--- src/rtl/shmem_arbiter.sv ---
// Round-robin arbiter sharing one shared-memory read port and one write port
// between N_REQ SIMD processors. The read grant is a lock held while the owner
// keeps its request up; the write grant is released after a single strobe.
module shmem_arbiter #(
  parameter int N_REQ  = 4,
  parameter int ADDR_W = 16,
  parameter int BUS_W  = 80,
  parameter int SIZE_W = 3
) (
  input  logic                      i_clk,
  input  logic                      i_rstn,
  input  logic [N_REQ-1:0]          i_req_rd,
  input  logic [N_REQ-1:0]          i_req_wr,
  input  logic [N_REQ*ADDR_W-1:0]   i_addr,
  input  logic [N_REQ*BUS_W-1:0]    i_wr_data,
  input  logic [N_REQ*SIZE_W-1:0]   i_wr_size,
  input  logic [N_REQ-1:0]          i_wr_en,
  output logic [N_REQ-1:0]          o_grant_rd,
  output logic [N_REQ-1:0]          o_grant_wr,
  output logic [ADDR_W-1:0]         o_mem_rd_addr,
  input  logic [BUS_W-1:0]          i_mem_rd_data,
  output logic [BUS_W-1:0]          o_rd_data,
  output logic [ADDR_W-1:0]         o_mem_wr_addr,
  output logic [BUS_W-1:0]          o_mem_wr_data,
  output logic [SIZE_W-1:0]         o_mem_wr_size,
  output logic                      o_mem_wr_en,
  output logic [$clog2(N_REQ)-1:0]  o_rd_owner,
  output logic [$clog2(N_REQ)-1:0]  o_wr_owner
);

  localparam int OW = $clog2(N_REQ);

  typedef enum logic {
    IDLE = 1'b0,
    BUSY = 1'b1
  } state_t;

  state_t          rd_state, rd_state_n;
  state_t          wr_state, wr_state_n;
  logic [OW-1:0]   rd_owner, rd_owner_n;
  logic [OW-1:0]   rd_ptr,   rd_ptr_n;
  logic [OW-1:0]   wr_owner, wr_owner_n;
  logic [OW-1:0]   wr_ptr,   wr_ptr_n;
  logic [N_REQ-1:0] rd_others;
  logic [N_REQ-1:0] wr_others;
  logic             rd_busy;
  logic             wr_busy;
  logic             rd_owner_req;
  logic             wr_owner_req;
  logic             wr_owner_en;
  logic             wr_release;

  // First set bit of req searching upward from ptr+1, wrapping modulo N_REQ.
  // Callers only use the result when req has at least one bit set.
  function automatic logic [OW-1:0] pick_next(input logic [N_REQ-1:0] req,
                                              input logic [OW-1:0]    ptr);
    logic [OW-1:0] win;
    logic [OW-1:0] idx;
    logic          found;
    win   = ptr;
    found = 1'b0;
    for (int k = 1; k <= N_REQ; k++) begin
      idx = OW'((int'(ptr) + k) % N_REQ);
      if (!found && req[idx]) begin
        win   = idx;
        found = 1'b1;
      end
    end
    return win;
  endfunction

  assign rd_busy      = (rd_state == BUSY);
  assign wr_busy      = (wr_state == BUSY);
  assign rd_owner_req = i_req_rd[rd_owner];
  assign wr_owner_req = i_req_wr[wr_owner];
  assign wr_owner_en  = i_wr_en[wr_owner];
  // A write owner lets go after its strobe or when it withdraws its request.
  assign wr_release   = !wr_owner_req || wr_owner_en;
  // Handover candidates never include the outgoing owner.
  assign rd_others    = i_req_rd & ~(N_REQ'(1) << rd_owner);
  assign wr_others    = i_req_wr & ~(N_REQ'(1) << wr_owner);

  // Read port state, owner and round-robin pointer registers.
  always_ff @(posedge i_clk or negedge i_rstn) begin
    if (!i_rstn) begin
      rd_state <= IDLE;
      rd_owner <= '0;
      rd_ptr   <= OW'(N_REQ - 1);
    end else begin
      rd_state <= rd_state_n;
      rd_owner <= rd_owner_n;
      rd_ptr   <= rd_ptr_n;
    end
  end

  // Read port next state: lock held until the owner's request falls.
  always_comb begin
    rd_state_n = rd_state;
    rd_owner_n = rd_owner;
    rd_ptr_n   = rd_ptr;
    case (rd_state)
      IDLE: begin
        if (|i_req_rd) begin
          rd_owner_n = pick_next(i_req_rd, rd_ptr);
          rd_ptr_n   = rd_owner_n;
          rd_state_n = BUSY;
        end
      end
      BUSY: begin
        if (!rd_owner_req) begin
          if (|rd_others) begin
            rd_owner_n = pick_next(rd_others, rd_ptr);
            rd_ptr_n   = rd_owner_n;
          end else begin
            rd_state_n = IDLE;
          end
        end
      end
      default: rd_state_n = IDLE;
    endcase
  end

  // Write port state, owner and round-robin pointer registers.
  always_ff @(posedge i_clk or negedge i_rstn) begin
    if (!i_rstn) begin
      wr_state <= IDLE;
      wr_owner <= '0;
      wr_ptr   <= OW'(N_REQ - 1);
    end else begin
      wr_state <= wr_state_n;
      wr_owner <= wr_owner_n;
      wr_ptr   <= wr_ptr_n;
    end
  end

  // Write port next state: one-shot ownership released after the strobe.
  always_comb begin
    wr_state_n = wr_state;
    wr_owner_n = wr_owner;
    wr_ptr_n   = wr_ptr;
    case (wr_state)
      IDLE: begin
        if (|i_req_wr) begin
          wr_owner_n = pick_next(i_req_wr, wr_ptr);
          wr_ptr_n   = wr_owner_n;
          wr_state_n = BUSY;
        end
      end
      BUSY: begin
        if (wr_release) begin
          if (|wr_others) begin
            wr_owner_n = pick_next(wr_others, wr_ptr);
            wr_ptr_n   = wr_owner_n;
          end else begin
            wr_state_n = IDLE;
          end
        end
      end
      default: wr_state_n = IDLE;
    endcase
  end

  // Grants follow the owner's live request so they drop in the same cycle.
  always_comb begin
    o_grant_rd = '0;
    o_grant_wr = '0;
    if (rd_busy && rd_owner_req) begin
      o_grant_rd = N_REQ'(1) << rd_owner;
    end
    if (wr_busy && wr_owner_req) begin
      o_grant_wr = N_REQ'(1) << wr_owner;
    end
  end

  // Memory-side read address steered from the read owner.
  always_comb begin
    o_mem_rd_addr = '0;
    if (rd_busy) begin
      o_mem_rd_addr = i_addr[rd_owner*ADDR_W +: ADDR_W];
    end
  end

  // Memory-side write bus steered from the write owner, quiet when idle.
  always_comb begin
    o_mem_wr_addr = '0;
    o_mem_wr_data = '0;
    o_mem_wr_size = '0;
    o_mem_wr_en   = 1'b0;
    if (wr_busy) begin
      o_mem_wr_addr = i_addr[wr_owner*ADDR_W +: ADDR_W];
      o_mem_wr_data = i_wr_data[wr_owner*BUS_W +: BUS_W];
      o_mem_wr_size = i_wr_size[wr_owner*SIZE_W +: SIZE_W];
      o_mem_wr_en   = wr_owner_req && wr_owner_en;
    end
  end

  assign o_rd_data  = i_mem_rd_data;
  assign o_rd_owner = rd_owner;
  assign o_wr_owner = wr_owner;

endmodule

--- config.mk ---
export PLATFORM = sky130hd
export DESIGN_NAME = shmem_arbiter
export DESIGN_NICKNAME = d
export VERILOG_FILES = /design/src/rtl/shmem_arbiter.sv
export SDC_FILE = /design/constraint.sdc
export NUM_CORES = 1
export LEC_CHECK = 0
export CORE_AREA = 3 3 274 276
export DETAILED_ROUTE_END_ITERATION = 12
export DIE_AREA = 0 0 277 279
export HOLD_SLACK_MARGIN = 0.02
export PLACE_DENSITY = 0.32
export SLEW_MARGIN = 0
export SYNTH_ARGS = -nofsm -noshare
export SYNTH_HDL_FRONTEND = slang
export SYNTH_SLANG_ARGS = --single-unit
--- constraint.sdc ---
create_clock -name i_clk -period 2.4 [get_ports i_clk]
set_input_delay 0.24 -clock i_clk [delete_from_list [all_inputs] [get_ports i_clk]]
set_output_delay 0.24 -clock i_clk [all_outputs]
set_load 0.05 [all_outputs]
[After elaboration in Yosys (flattened, before gate mapping)]
Index checks and enable logic that the tools add are counted.
Word-level totals
  flip-flop bits (word level): 10
  word-level logic and storage cells: 198
  output and inout port bits: 208
  input bits: 490
Operators by class
  equal/unequal tests: 6
  muxes and demuxes: 119
  shifts and indexed selects: 6
  multiply operators: 2
  bitwise operators: 6
  add/sub/neg operators: 8
  reduce and logical (&&, ||, !) cells: 35
  order comparisons: 10
Operator list (count)
  indexed part select 320 x 10 -> 80 bit: 1
  indexed part select 64 x 7 -> 16 bit: 2
  2-to-1 mux 80 bit: 1
  2-to-1 mux 1 bit: 68
  2-to-1 mux 2 bit: 22
  binary-select mux 1 bit (select 2 bit): 19
  2-to-1 mux 16 bit: 2
  less-than comparator 2 x 3 -> 1 bit (second input constant): 10
  OR reduction 4 bit: 4
  logical AND 1 bit: 15
  logical NOT 1 bit: 13
  indexed part select 12 x 5 -> 3 bit: 1
  adder 2 x 1 -> 2 bit (second input constant): 4
  adder 2 bit (second input constant): 4
  bitwise AND 4 bit: 2
  2-to-1 mux 4 bit: 2
  NOT 4 bit: 2
  one-hot mux 2 bit (2 select lines): 2
  << shifter 1 x 2 -> 4 bit (first input constant): 2
  inequality test 2 x 1 -> 1 bit (second input constant): 3
  inequality test 2 bit (second input constant): 3
  AND reduction 3 bit: 2
  multiplier 2 x 3 -> 5 bit (second input constant): 1
  multiplier 2 x 2 -> 4 bit (second input constant): 1
  other kinds (4): 6

[Depth between registers and ports, before layout]
Gate-level depths: netlist of run 1.
  depth after elaboration: 27
  depth in mapped cells: 8
  depth with buffers taken out: 6

[Least setup slack after synthesis of run 1]
Ideal clock, no wire load.
  path type: register to output
  start: register wr_owner[0] (netlist: o_wr_owner[0])
  end: output o_grant_wr[1]
  stages on the path, launching flop included: 6
  setup slack: -410 ps
  required time: 2160 ps
  path buffers: 3
  arrival time: 2570 ps
  cell sequence: dfrtp_1 buf_6 buf_2 buf_2 inv_1 nor3_1
On the way
  cells in the longest elaborated chain, start to end: 4
  elaborated cells between the ends (all ways): 5
  classes of those cells: shift: 1; mux: 3; reduce/logical: 1
Ends and longest elaborated chain
  start: declaration: RTL line 42  | logic [OW-1:0] wr_owner, wr_owner_n;
  start signal: assignment: RTL line 131  | wr_owner <= wr_owner_n;
  binary-select mux 1 bit (select 2 bit): RTL line 75  | assign wr_owner_req = i_req_wr[wr_owner];
  2-to-1 mux 1 bit (not written as such): RTL line 75
  logical AND 1 bit: RTL line 170  | if (wr_busy && wr_owner_req) begin
  2-to-1 mux 4 bit (*): RTL line 170
  end: declaration: RTL line 19  | output logic [N_REQ-1:0] o_grant_wr,
Mark *: on every way between the ends. The rest lies on a longest branch, timed or not. The select of a mux whose other input is x is not followed.

[Worst setup path after layout of run 1]
  start: register wr_owner[1] (netlist: o_wr_owner[1])
  end: output o_mem_wr_data[2]
On the way
  cells in the longest elaborated chain, start to end: 3
Ends and longest elaborated chain
  multiplier 2 x 3 -> 5 bit: RTL line 191  | o_mem_wr_data = i_wr_data[wr_owner*BUS_W +: BUS_W];
  indexed part select 320 x 10 -> 80 bit: RTL line 191
  2-to-1 mux 80 bit: RTL line 189  | if (wr_busy) begin
  end: declaration: RTL line 24  | output logic [BUS_W-1:0] o_mem_wr_data,
Every way passes these cells.

==> results.py, run 1 <==
metrics = {
    "power_and_ir_drop": {
        "power.share.sequential": 0.033,
        "switching_power_mw": 9.821,
        "swShare": 0.5707,
        "peakVddDrop_v": 0.0005980,
        "p_per_area_nw_per_um2": 1410,
        "p_leak_nw": 4.344,
        "clkPwrFrac": 0.018,
        "intPower_mw": 7.388,
        "power_frac_comb": 0.949,
    },
    "timing": {
        "fin_setup_tns_ps": 0,
        "maxSlewHeadroom": 0.5905,
        "min_period_ps": 2321,
        "fin_crit_sh": 0.9670,
        "drv_slew": 0,
        "max_freq_ghz": 0.4309,
        "fin_worst_skew_ps": 0.2684,
        "tightest_slew_ps": 612.4,
        "hold_violations": 0,
        "rsz0062_at_grt": "no",
        "setup_viol": 0,
    },
    "global_routing": {
        "grt_max_degree": 63,
        "grt_pass1_vias": 7390,
        "antenna_found_initial": 12,
        "gr-total-overflow": 0,
        "track_usage": 0.1140,
        "grt_pass1_wl_um": 63220,
    },
    "clocking": {
        "cts_sinks": 10,
        "clockBufferDepth": 2,
        "clockRootBuffer": "clkbuf_16",
        "clkTransAtPathRegs_ps": 40,
        "cts_inserted_buffers": 3,
        "cts_tree": "built",
        "h-tree-depth": 1,
        "clock_latency_ps": 240,
    },
    "logic_synthesis": {
        "synth_seq_cells": 10,
        "syn_nets": 1041,
        "synthArstFlopShare": 1.000,
        "syn_area_um2": 5648,
        "yosysSeqAreaShare": 0.04519,
        "synth_ff_type": "dfrtp_1",
        "synthDistinctLibCells": 71,
        "ys_warn_count": 0,
        "synth_edf_count": 0,
        "yosys.area.top_type_share": 0.4665,
        "syn_avg_cell_area_um2": 10.25,
        "synth_area_leaders": "mux4_2 (47%), and2_1 (13%), buf_4 (11%), dfrtp_1 (2.7%), buf_2 (2.2%)",
        "synthCells": 551,
        "synthDominantAreaCellType": "mux4_2",
    },
    "placed_design": {
        "io_buffers": 537,
        "post-dp-hpwl_um": 40290,
        "place_congestion": 0.8557,
    },
    "cells_and_area": {
        "post-route-util": 0.1676,
        "multiInputGateArea_um2": 4509,
        "fin_nets": 1508,
        "nFillCells": 8148,
        "register_area_um2": 267.8,
        "final_cell_mix": "clkdlybuf4s50_1 (408), buf_4 (145), mux4_2 (117)",
        "final_common_cell": "clkdlybuf4s50_1",
        "areaGrowthSynthToFinish_pct": 116.2,
        "drive_gt1_frac": 0.3392,
    },
    "worst_setup_path": {
        "cp.required_ps": 2160,
        "worst-setup-path-type": "reg2out",
        "cp-start-kind": "flop",
        "critPathMaxFanout": 42,
        "endpoint_kind": "output pin",
        "crit_arrival_ps": 2080,
    },
    "die": {
        "die_x_um": 277,
        "row_count": 99,
        "core_um2": 72830,
        "ios": 698,
        "start_util": 0.07754,
        "fp.dieH_um": 279,
        "die-area_um2": 77280,
    },
    "routing": {
        "vias": 6738,
        "wl_met2_um": 23020,
        "vias_per_cell": 3.394,
        "post_drt_wl_per_cell_um": 23.44,
        "remaining_drc_errors": 0,
        "drt_wl_total_um": 46520,
        "top_layer": "met5",
        "ant_nets": 0,
        "dr.pass1.iters": 4,
        "met1Wirelength_um": 18870,
        "wl_met3_um": 4246,
        "drt-initial-drc-count": 304,
    },
    "hold_path": {
        "hold_class": "in2async",
    },
    "run_status": {
        "status": "completed",
    },
    "job": {
        "max-cap-violations": 0,
    },
}
cell families (layout without fill, tap and decap cells):
family,count (synthesis),in the layout,synth area share
simple gates,193,193,0.2067
buf+inv,149,615,0.1644
mux,123,123,0.4776
compound gates,70,70,0.09548
flops,10,10,0.04519
xor+xnor,6,6,0.01064
other cells,0,9,0
metal layers:
metal,GRT usage,up-vias
li1,-,2991
met1,0.1420,3369
met2,0.1957,350
met3,0.04038,24
met4,0.01131,4
met5,0,-
per-stage QoR:
step / cell area, um^2 / worst slack [ps] / instances / hold WS (ps) / total power [mW]
global placement: 12070 / -78.87 / 1970 / 480.3 / 17.24
floorplan: 5684 / 27.06 / 551 / -55.59 / 10.69
detailed placement: 12070 / -65.96 / 1970 / 480.3 / 17.13
finish: 12210 / 79.14 / 1985 / 387.0 / 17.21
global route: 12190 / 4.802 / 1978 / 436.1 / 18.17
CTS: 12160 / 1.696 / 1976 / 415.6 / 17.58
worst max-delay path, cell delays in order, from the launching register on:
cell and delay (ps):
dfrtp_4 570, buf_16 270, buf_4 260, mux4_2 330
and2_1 180, buf_4 180
layout make-up:
type	count	share of cell area
Inverter	12	0.003690
Antenna cell	9	0.001845
Multi-Input combinational cell	392	0.3694
Sequential cell	10	0.02193
Tap cell	959	0.09829
Clock buffer	4	0.006457
Timing Repair Buffer	599	0.4984
final timing paths:
path	endpoint	cells after the start	startpoint	slack (ps)
setup / recovery	o_mem_wr_data[2]	5	o_wr_owner[1]	80
hold / removal	rd_busy	1	i_rstn	390
setup reg to reg	o_wr_owner[0]	7	o_wr_owner[0]	130
hold reg to reg	wr_ptr[0]	1	wr_ptr[0]	590
max in group asynchronous	o_wr_owner[1]	1	i_rstn	1560
min in group i_clk	o_rd_data[42]	0	i_mem_rd_data[42]	480
cell usage after synthesis, types with 2 or more instances:
master and instances:
nand2_1 12, or2_2 2, buf_1 7, buf_2 25, o31ai_1 2, xnor2_1 3, nor3_1 7, o32a_1 3
inv_1 12, dfstp_2 4, a221oi_1 2, nand3_1 4, o211a_1 2, mux4_2 117, nor4_1 2, xor2_1 2
nand2b_1 9, nor3b_1 2, mux2i_1 4, a21o_1 4, a21boi_0 3, a31oi_1 2, or3_1 2, buf_4 80
and2_1 118, a21oi_1 10, nor2b_1 2, o21ai_0 9, buf_6 5, o211ai_1 3, a22oi_1 2, and4_1 2
clkbuf_1 20, o22ai_1 5, or3b_1 2, nand3b_1 2, o221ai_1 3, nor2_1 16, a2bb2oi_1 2, dfrtp_1 6
a211oi_2 2
registers in the layout, summed over array words and instances (netlist names):
name        cells
o_rd_owner      2
o_wr_owner      2
rd_ptr          2
wr_ptr          2
rd_busy         1
wr_busy         1
timing repair:
item / in CTS / in global routing
hold buffers: 0 / 0
resized for setup: 0 / 5
gates cloned: 0 / 0
buffers inserted: 2 / 0
endpoints found under the setup margin: 75 / 6
pin swaps: 0 / 0
power groups by stage:
stage	Combinational [mW]	Sequential, mW	Clock (mW)
2_1_floorplan	10.2	0.495	0
3_3_place_gp	16.6	0.628	0
3_5_place_dp	16.5	0.607	0
4_1_cts	16.7	0.567	0.330
5_1_grt	17.2	0.588	0.334
6_report	16.3	0.561	0.312
Power figures use the tool's default switching activity.
==> run 2: changes to the inputs <==
--- a/config.mk
+++ b/config.mk
@@ -5,9 +5,9 @@
 export SDC_FILE = /design/constraint.sdc
 export NUM_CORES = 1
 export LEC_CHECK = 0
-export CORE_AREA = 3 3 274 276
+export CORE_AREA = 2 2 273 275
 export DETAILED_ROUTE_END_ITERATION = 12
-export DIE_AREA = 0 0 277 279
+export DIE_AREA = 0 0 275 277
 export HOLD_SLACK_MARGIN = 0.02
 export PLACE_DENSITY = 0.32
 export SLEW_MARGIN = 0
==> run 2 against run 1 <==
Global-route usage barely moved. Total power rose by 1.2%. Clock skew barely moved. Non-clock buffer count rose by 8. Critical path type unchanged. Critical endpoint is now o_mem_wr_data[28].
==> results.py, run 2 (synthesis gave the netlist of run 1 again) <==
metrics = {
    "run_status": {
        "status": "completed",
    },
    "placed_design": {
        "place_congestion": 0.8323,
        "post-dp-hpwl_um": 40620,
        "place_area_um2": 12230,
        "dp_slack_ps": 2.766,
        "io_buffers": 537,
    },
    "power_and_ir_drop": {
        "p_per_area_nw_per_um2": 1407,
        "p_leak_nw": 4.414,
        "power_mw": 17.41,
        "peakVddDrop_v": 0.0005340,
    },
    "routing": {
        "drt_wl_total_um": 46250,
        "vias": 6734,
        "remaining_drc_errors": 0,
        "post_drt_wl_per_cell_um": 23.17,
        "ant_nets": 0,
        "dr.pass1.iters": 4,
        "drt-initial-drc-count": 291,
        "vias_per_cell": 3.374,
    },
    "die": {
        "die_x_um": 275,
        "row_count": 100,
        "core_um2": 73570,
        "die-area_um2": 76180,
        "start_util": 0.07677,
        "fp.dieH_um": 277,
        "ios": 698,
    },
    "job": {
        "max-cap-violations": 0,
    },
    "clocking": {
        "clock_latency_ps": 240,
        "cts_inserted_buffers": 3,
        "clkTransAtPathRegs_ps": 40,
        "clockRootBuffer": "clkbuf_16",
        "cts_sinks": 10,
        "cts_tree": "built",
        "h-tree-depth": 1,
        "clockBufferDepth": 2,
    },
    "worst_setup_path": {
        "critPathMaxFanout": 20,
        "worst-setup-path-type": "reg2out",
        "crit_arrival_ps": 2090,
        "r2r_start": "wr_ptr[0]",
        "endpoint_kind": "output pin",
        "cp_common_cell": "buf_12",
        "cpPeakStageDelay_ps": 560,
        "cp.required_ps": 2160,
        "cp_cell_sequence": "buf_12 -> buf_12 -> mux4_2 -> and2_1 -> buf_12",
        "cp-start-kind": "flop",
        "worstSetupStartpoint": "o_wr_owner[0]",
        "slowest_stage": "mux4_2",
    },
    "timing": {
        "min_period_ps": 2331,
        "rsz0062_at_grt": "no",
        "fin_crit_sh": 0.9712,
        "hold_violations": 0,
        "max_freq_ghz": 0.4290,
        "finalWorstSetupSlack_ps": 69.16,
        "setup_viol": 0,
        "drv_slew": 0,
        "tightest_slew_ps": 654.5,
        "fin_worst_skew_ps": 0.4104,
        "maxSlewHeadroom": 0.5581,
    },
    "hold_path": {
        "hold_class": "in2async",
    },
    "global_routing": {
        "gr-total-overflow": 0,
        "antenna_found_initial": 7,
        "grt_pass1_vias": 7270,
        "busiest_layer": "met2",
        "track_usage": 0.1141,
        "gr-usage-met2": 0.1949,
        "use_met3": 0.04049,
        "globalRouteMet1Util": 0.1308,
        "grt_pass1_wl_um": 60950,
        "grt_max_degree": 58,
    },
    "cells_and_area": {
        "post-route-util": 0.1683,
        "final_cell_mix": "clkdlybuf4s50_1 (409), buf_4 (140), mux4_2 (117)",
        "nFillCells": 8182,
        "final_common_cell": "clkdlybuf4s50_1",
        "drive_gt1_frac": 0.3424,
        "final_area_um2": 12380,
        "fin_nets": 1516,
        "areaGrowthSynthToFinish_pct": 119.2,
    },
}
## run 2: cell types whose count changed in the layout (fill, tap and decap cells not counted), sizes merged
cell	change
diode	-7
clkdlybuf4s50	+1
buf	+8
dlymetal6s2s	-1
## run 2: critical path: cells and delay by family (launching register included)
family	cells	cell delay, ps
buffers and inverters	3	550
DFF	1	460
muxes	1	560
and+or+nand+nor	1	220
## run 2: final timing paths
check                      depth (start not counted)                 to  slack [ps]
min reg2reg                                        2      o_rd_owner[0]         680
min in group i_clk                                 0      o_rd_data[35]         480
max in group asynchronous                          1      o_wr_owner[0]        1620
min                                                1      o_rd_owner[1]         360
max                                                5  o_mem_wr_data[28]          70
max reg2reg                                        7      o_wr_owner[0]         200
## run 2: stage by stage
| stage | setup TNS (ps) | hold slack, ps | std cells |
|---|---|---|---|
| global placement | -22.28 | 480.3 | 1985 |
| floorplan | 0 | -55.59 | 551 |
| finish | 0 | 363.8 | 1996 |
| detailed placement | 0 | 480.3 | 1985 |
| global route | 0 | 403.7 | 1994 |
| CTS | 0 | 403.9 | 1991 |
## run 2: area by class of cell
cell class,count,area [um^2],share of cell area
repair buffers,607,6275,0.5068
inverters,12,45.04,0.003638
well taps,969,1212,0.09793
diodes,2,5.005,0.0004042
flip-flops and latches,10,267.8,0.02163
multi-input cells,392,4497,0.3632
clock buffers,4,78.83,0.006367
## run 2: power breakdown
group,internal (mW),total [mW],switching (mW)
Combinational,7.14,16.5,9.39
Sequential,0.304,0.576,0.272
Clock,0.223,0.305,0.0824
Total,7.67,17.4,9.75
## run 2: routing by layer
metal  share of wire  up-vias
met3            0.11       33
met4           0.034        6
met1            0.38     3339
met2            0.48      364
li1                -     2992
met5          0.0045        -
## run 2: what timing repair did
item                                    in CTS  in global routing
hold buffers                                 0                  0
gates resized for setup                      1                  4
setup buffers                                2                  3
endpoints found under the setup margin      71                 12
